===== config.mk =====
export PLATFORM = sky130hd
export DESIGN_NAME = instr_fetch_unit
export DESIGN_NICKNAME = d
export VERILOG_FILES = /design/src/rtl/instr_fetch_unit.sv
export SDC_FILE = /design/constraint.sdc
export NUM_CORES = 1
export LEC_CHECK = 0
export BUFFER_PORTS_ARGS = -buffer_cell sky130_fd_sc_hd__clkbuf_2
export CORE_MARGIN = 5
export CORE_UTILIZATION = 57
export CTS_CLUSTER_DIAMETER = 40
export CTS_CLUSTER_SIZE = 20
export DETAILED_ROUTE_END_ITERATION = 8
export GPL_ROUTABILITY_DRIVEN = 0
export GPL_TIMING_DRIVEN = 0
export PLACE_DENSITY = 0.87
export SLEW_MARGIN = 20
export SYNTH_ARGS = -nofsm -noshare
export SYNTH_HDL_FRONTEND = slang
export SYNTH_SLANG_ARGS = --single-unit

===== constraint.sdc =====
create_clock -name clk -period 6.77 [get_ports clk]
set_clock_uncertainty 0.1 [all_clocks]
set_input_delay 0.3385 -clock clk [delete_from_list [all_inputs] [get_ports clk]]
set_output_delay 0.3385 -clock clk [all_outputs]
set_load 0.005 [all_outputs]

===== src/rtl/instr_fetch_unit.sv =====
// Instruction fetch stage: holds the PC, issues one outstanding word fetch at a time and
// buffers returned {instr, pc} pairs in a small FIFO that feeds the decoder.
module instr_fetch_unit #(
    parameter logic [31:0] RESET_PC   = 32'h0000_0000,
    parameter int unsigned FIFO_DEPTH = 2
) (
    input  logic        clk,
    input  logic        rst,
    output logic        imem_req,
    output logic [31:0] imem_addr,
    input  logic        imem_ack,
    input  logic [31:0] imem_rdata,
    input  logic        redirect_valid,
    input  logic [31:0] redirect_pc,
    output logic        instr_valid,
    output logic [31:0] instr,
    output logic [31:0] instr_pc,
    input  logic        instr_ready
);

    localparam int unsigned PTR_W = (FIFO_DEPTH > 1) ? $clog2(FIFO_DEPTH) : 1;
    localparam int unsigned CNT_W = PTR_W + 1;
    localparam logic [CNT_W-1:0] DEPTH_C = CNT_W'(FIFO_DEPTH);

    localparam logic [1:0] StIdle  = 2'd0;
    localparam logic [1:0] StFetch = 2'd1;
    localparam logic [1:0] StDrop  = 2'd2;

    logic [1:0]       r_state;
    logic [31:0]      r_pc;
    logic [31:0]      r_pending_pc;
    logic [31:0]      r_mem_instr [FIFO_DEPTH];
    logic [31:0]      r_mem_pc    [FIFO_DEPTH];
    logic [PTR_W-1:0] r_wr_ptr;
    logic [PTR_W-1:0] r_rd_ptr;
    logic [CNT_W-1:0] r_count;

    logic [1:0]       w_state_next;
    logic [31:0]      w_pc_next;
    logic [31:0]      w_pending_next;
    logic [31:0]      w_redirect_pc;
    logic [CNT_W-1:0] w_count_next;
    logic [CNT_W-1:0] w_count_after_push;
    logic             w_push;
    logic             w_pop;
    logic             w_flush;

    assign w_redirect_pc = redirect_pc & 32'hFFFF_FFFC;
    assign w_flush       = redirect_valid;
    assign w_pop         = instr_valid & instr_ready;
    assign w_push        = (r_state == StFetch) & imem_ack & ~redirect_valid;

    // Occupancy once this cycle's push lands, net of any concurrent pop.
    assign w_count_after_push = w_pop ? r_count : r_count + CNT_W'(1);

    always_comb begin
        w_state_next   = r_state;
        w_pc_next      = r_pc;
        w_pending_next = r_pending_pc;
        case (r_state)
            StIdle: begin
                if (redirect_valid) begin
                    w_pc_next = w_redirect_pc;
                end else if (r_count < DEPTH_C) begin
                    w_state_next = StFetch;
                end
            end
            StFetch: begin
                if (imem_ack) begin
                    if (redirect_valid) begin
                        w_pc_next    = w_redirect_pc;
                        w_state_next = StIdle;
                    end else begin
                        w_pc_next    = r_pc + 32'd4;
                        w_state_next = (w_count_after_push < DEPTH_C) ? StFetch : StIdle;
                    end
                end else if (redirect_valid) begin
                    // Address must stay put until the outstanding request completes.
                    w_pending_next = w_redirect_pc;
                    w_state_next   = StDrop;
                end
            end
            StDrop: begin
                if (imem_ack) begin
                    w_pc_next    = redirect_valid ? w_redirect_pc : r_pending_pc;
                    w_state_next = StIdle;
                end else if (redirect_valid) begin
                    w_pending_next = w_redirect_pc;
                end
            end
            default: w_state_next = StIdle;
        endcase
    end

    always_comb begin
        w_count_next = r_count;
        if (w_flush) begin
            w_count_next = '0;
        end else if (w_push && !w_pop) begin
            w_count_next = r_count + CNT_W'(1);
        end else if (!w_push && w_pop) begin
            w_count_next = r_count - CNT_W'(1);
        end
    end

    always_ff @(posedge clk) begin
        if (rst) begin
            r_state      <= StIdle;
            r_pc         <= RESET_PC;
            r_pending_pc <= RESET_PC;
        end else begin
            r_state      <= w_state_next;
            r_pc         <= w_pc_next;
            r_pending_pc <= w_pending_next;
        end
    end

    always_ff @(posedge clk) begin
        if (rst || w_flush) begin
            r_wr_ptr <= '0;
            r_rd_ptr <= '0;
            r_count  <= '0;
        end else begin
            if (w_push) begin
                r_wr_ptr <= r_wr_ptr + PTR_W'(1);
            end
            if (w_pop) begin
                r_rd_ptr <= r_rd_ptr + PTR_W'(1);
            end
            r_count <= w_count_next;
        end
    end

    always_ff @(posedge clk) begin
        if (w_push) begin
            r_mem_instr[r_wr_ptr] <= imem_rdata;
            r_mem_pc[r_wr_ptr]    <= r_pc;
        end
    end

    assign imem_req    = (r_state == StFetch) || (r_state == StDrop);
    assign imem_addr   = r_pc;
    assign instr_valid = (r_count != '0);
    assign instr       = instr_valid ? r_mem_instr[r_rd_ptr] : 32'd0;
    assign instr_pc    = instr_valid ? r_mem_pc[r_rd_ptr] : 32'd0;

endmodule


# After elaboration in Yosys (flattened, before gate mapping)
# Memory sizes are Yosys's and may differ from the RTL's. A register that Yosys moved wholly into a read port is not among the register bits.
# Cells that the tools add are included.
[word_totals]
ff_bits = 70
ram_bits = 128
inputBits = 69
out_inout_bits = 98
mem_count = 2
[op_classes]
addsub = 5
magnitude_cmp = 2
n_eq_ne = 8
mux = 25
bitwise = 5
reduce_logical = 15
[mem_list]
columns = ["name", "words", "width", "rd", "rd_clocked_by_memory_dff", "wr", "line", "source"]
rows = [
  ["r_mem_instr", 2, 32, 1, 1, 1, "32", "logic [31:0] r_mem_instr [FIFO_DEPTH];"],
  ["r_mem_pc", 2, 32, 1, 1, 1, "33", "logic [31:0] r_mem_pc [FIFO_DEPTH];"],
]
[op_table]
columns = ["cell", "count"]
rows = [
  ["32-bit 2-to-1 mux", 7],
  ["32-bit one-hot mux with 3 select lines", 1],
  ["32-bit by 3-bit adder with 32-bit output, second input constant", 1],
  ["2-bit 2-to-1 mux", 8],
  ["2-bit != test, second input constant", 5],
  ["1-bit 2-to-1 mux", 8],
  ["4-bit AND reduction", 2],
  ["2-bit one-hot mux with 3 select lines", 1],
  ["2-bit < comparator, second input constant", 2],
  ["2-bit nonzero test", 2],
  ["2-bit OR reduction", 2],
  ["1-bit AND", 3],
  ["3-bit != test, second input constant", 1],
  ["3-bit nonzero test", 1],
  ["1-bit adder, second input constant", 2],
  ["2-bit by 1-bit adder with 2-bit output, second input constant", 1],
  ["2-bit by 1-bit equality test with 1-bit output, second input constant", 1],
  ["2-bit equality test, second input constant", 1],
  ["1-bit logical AND", 2],
  ["1-bit zero test", 2],
  ["2-bit zero test", 1],
  ["1-bit logical OR", 2],
  ["1-bit inverter", 2],
  ["2-bit AND reduction", 1],
  ["2-bit by 1-bit subtractor with 2-bit output, second input constant", 1],
]

# Logic depth before layout (Yosys ltp)
[depth]
ltp_word = 8
depth_mapped = 12

# Least setup slack after synthesis
# Ideal clock, no wire load.
[synth_timing]
kind = "reg-to-reg"
startpoint = "register r_state[1]"
endpoint = "memory r_mem_instr[0][0] (enable)"
setup_ns = 0.486
arrival_ns = 3.820
t_required_ns = 6.184
setup_slack_ns = 2.364
path_stages_with_launch = 8
path_cell_list = "dfxtp_1 > inv_1 > ha_1 > buf_6 > nor2b_1 > clkbuf_1 > nand2_1 > nor2_1"
[synth_between]
elab_chain_len = 5
[synth_rtl]
columns = ["item", "line", "source"]
rows = [
  ["start: declaration", "29", "logic [1:0] r_state;"],
  ["start signal: assignment", "108", "r_state <= StIdle;"],
  ["start signal: assignment", "112", "r_state <= w_state_next;"],
  ["2-bit by 1-bit equality test with 1-bit output", "51", "assign w_push = (r_state == StFetch) & imem_ack & ~redirect_valid;"],
  ["1-bit AND (2 in series)", "51", ""],
  ["1-bit 2-to-1 mux", "135", "if (w_push) begin"],
  ["1-bit 2-to-1 mux (not written as such)", "136", "r_mem_instr[r_wr_ptr] <= imem_rdata;"],
  ["end: declaration", "32", ""],
]
# No other way between the ends.

==> flow_metrics.env <==
export IMPL_drc=0
export IMPL_ys_ff_latch=199
export IMPL_io_pins=167
export IMPL_hpwl_mm=15.6
export IMPL_die_h_um=133
export IMPL_ir_drop_uv=231
export IMPL_path_max_fanout=10
export IMPL_start_kind="flip-flop"
export IMPL_most_common_layout_cells="clkbuf_2 (164), edfxtp_1 (128), nor2_1 (101)"
export IMPL_cts_sinks=199
export IMPL_end_kind="output port"
export IMPL_worst_slew_pin_slew_ns=0.856
export IMPL_numPortBuffers=164
export IMPL_dpl_instance_area_um2=9760
export IMPL_rsz0062_at_grt="no"
export IMPL_overflow=0
export IMPL_drv_cap=0
export IMPL_via_count=6947
export IMPL_multi_input_area_um2=3040
export IMPL_ant_nets=0
export IMPL_cts_tree="done"
export IMPL_track_usage_pct=25.9
export IMPL_grt_start_max_net_pins=36
export IMPL_min_delay_start="imem_rdata[8]"
export IMPL_clk_pin_slew_ns=0.07
export IMPL_grt_pass1_vias=6782
export IMPL_layout_drive_gt1_share_pct=23.2
export IMPL_crit_path_top_delay_cell="clkbuf_1"
export IMPL_via_per_inst=5.95
export IMPL_seq_area_um2=5270
export IMPL_routed_wl_mm=22.7
export IMPL_cts_root_buffer_cell="clkbuf_16"
export IMPL_syn_area_um2=8600
export IMPL_drt_iter0_markers=752
export IMPL_antenna_cells=0
export IMPL_yosys_area_top_type="edfxtp_1"
export IMPL_grt_pass1_wl_mm=36.4
export IMPL_syn_inst=755
export IMPL_drt_wirelength_per_cell_um=19.4
export IMPL_synth_avg_cell_area_um2=11.4
export IMPL_worst_skew_pair_late_latency_ns=0.43
export IMPL_synth_warning_count=0
export IMPL_status="finished clean"
export IMPL_seq_area_frac_synth_pct=61.2
export IMPL_area_growth_syn_to_layout_pct=24.0
export IMPL_dr_pass1_iters=9
export IMPL_worstPathCellList="clkbuf_1, buf_1, mux2i_1, nor2_1, clkbuf_2"
export IMPL_rrSetupSlack_ns=3.93
export IMPL_cts_buffer_depth=2
export IMPL_synth_edf_count=128
export IMPL_core_um2=14600
export IMPL_antenna_found_initial=0
export IMPL_p_leak_nw=3.96
export IMPL_syn_nets=831
export IMPL_fp_dieArea_um2=17600
export IMPL_synth_top_cell_area_share_pct=44.7
export IMPL_async_flop_share_pct=0
export IMPL_cts_inserted_buffers=17
export IMPL_synth_top_cells_by_area="edfxtp_1 (45%), dfxtp_1 (17%), mux2i_1 (8.3%), nor2_1 (4.5%), nand2_1 (3.4%)"
export IMPL_critPathKind="reg -> out"
export IMPL_layout_min_cycle_time_ns=2.98
export IMPL_drv_slew=0
export IMPL_r2r_cells=9
export IMPL_ys_flop_type="edfxtp_1"
export IMPL_stdcell_count=1168
export IMPL_arrival_ns=2.54
export IMPL_final_nets=1048
export IMPL_min_period_over_period_pct=44.0
export IMPL_fmax_mhz=335
export IMPL_post_cts_buffers=0
export IMPL_required_ns=6.33
export IMPL_slew_headroom_pct=42.9
export IMPL_rows=44
export IMPL_yosysUniqueCellTypes=57
export IMPL_h_tree_depth=4
export IMPL_fin_tns_setup_ns=0
export IMPL_cpPeakStageDelay_ns=0.64
export IMPL_nFillCells=1000
export IMPL_numPlacedInstances=1107
export IMPL_r2r_end="imem_addr[19]"
export IMPL_die_w_um=133
export IMPL_worstReg2RegStart="r_state[0]"
export IMPL_initial_utilization_pct=58.7
export IMPL_cellPowerDensity_nw_per_um2=331
export IMPL_final_common_cell="clkbuf_2"
export IMPL_finalSetupViolations=0
export IMPL_hold_path_class="in -> reg"
export IMPL_critPathCapture="instr[2]"
export IMPL_finalHoldViolations=0
export IMPL_design_area_um2=10700
[synthesized netlist by cell type, drive strengths merged (3+ instances only)]
| cell | number |
|---|---|
| mux2i | 71 |
| a21oi | 49 |
| nor2 | 102 |
| dfxtp | 71 |
| a22o | 4 |
| inv | 16 |
| edfxtp | 128 |
| a221oi | 10 |
| nor3 | 16 |
| nand2 | 79 |
| or4 | 3 |
| clkbuf | 27 |
| buf | 27 |
| xor2 | 8 |
| nand2b | 6 |
| a221o | 11 |
| and3 | 5 |
| o21ai | 26 |
| nor4 | 7 |
| a31oi | 6 |
| nand4 | 9 |
| ha | 7 |
| a211oi | 12 |
| nor2b | 3 |
| nand3 | 8 |
| and4 | 6 |
| o22ai | 6 |
[worst max-delay path: cells and delay by family (launching register included)]
family,cells,cell delay [ns]
DFF,1,0.30
buffers and inverters,3,1.42
and+or+nand+nor,1,0.07
muxes,1,0.32
[cells by family (layout without fill, tap and decap cells)]
family	count (synthesis)	count (layout)	share of synthesized area, %
simple gates	253	253	13.2
compound gates	147	147	11.9
mux	71	71	8.26
flops	199	199	61.2
xor+xnor	8	8	0.815
fa+ha+maj	7	7	1.02
buf+inv	70	299	3.61
[routing by layer]
layer	vias to the layer above	wire length (um)	track usage, %
met4	0	452	7.51
li1	3224	-	-
met1	3286	9020	33.2
met2	398	11000	43.2
met5	-	0	0
met3	39	2140	7.44
[repair_timing]
item / 4_1_cts / 5_1_grt
endpoints found under the hold margin: 58 / 2
gates resized for setup: 0 / 0
setup endpoints to repair: 0 / 0
hold buffers: 29 / 1
[layout make-up]
cell class | count | area share [%]
Buffer | 54 | 2.35
Sequential cell | 199 | 49.4
Tap cell | 184 | 2.16
Clock inverter | 12 | 1.63
Inverter | 16 | 0.563
Multi-Input combinational cell | 486 | 28.5
Timing Repair Buffer | 198 | 11.4
Clock buffer | 19 | 4.06
[through the flow]
stage | hold WS [ns] | utilization, % | power [mW] | setup WS (ns)
2_1_floorplan | 0.336 | - | 2.11 | 2.36
3_3_place_gp | 0.341 | 65.9 | 2.43 | 0.840
3_5_place_dp | 0.347 | 66.6 | 2.47 | 4.01
4_1_cts | 0.00152 | 72.8 | 3.52 | 3.73
5_1_grt | 0.00548 | 72.8 | 3.69 | 3.64
6_report | 0.0267 | 72.8 | 3.53 | 3.79
[how the worst min path moves through the flow]
| stage | to | cells past startpoint |
|---|---|---|
| 2_1_floorplan | r_pending_pc[14] | 2 |
| 3_3_place_gp | r_pending_pc[14] | 2 |
| 3_5_place_dp | r_pending_pc[24] | 2 |
| 4_1_cts | r_mem_instr[1][8] | 1 |
| 5_1_grt | r_mem_instr[1][8] | 1 |
| 6_report | r_mem_instr[1][8] | 1 |
[flip-flops by register name, summed over array words and instances, names as in the netlist, named ones only]
register      flops
r_mem_instr      64
r_mem_pc         64
imem_addr        32
r_pending_pc     32
r_count           2
r_state           2
r_rd_ptr          1
r_wr_ptr          1
[power breakdown]
| part | internal (mW) | switching (mW) |
|---|---|---|
| Clock | 0.618 | 0.427 |
| Combinational | 0.354 | 0.539 |
| Sequential | 1.45 | 0.148 |
(Power assumes the default switching activity.)
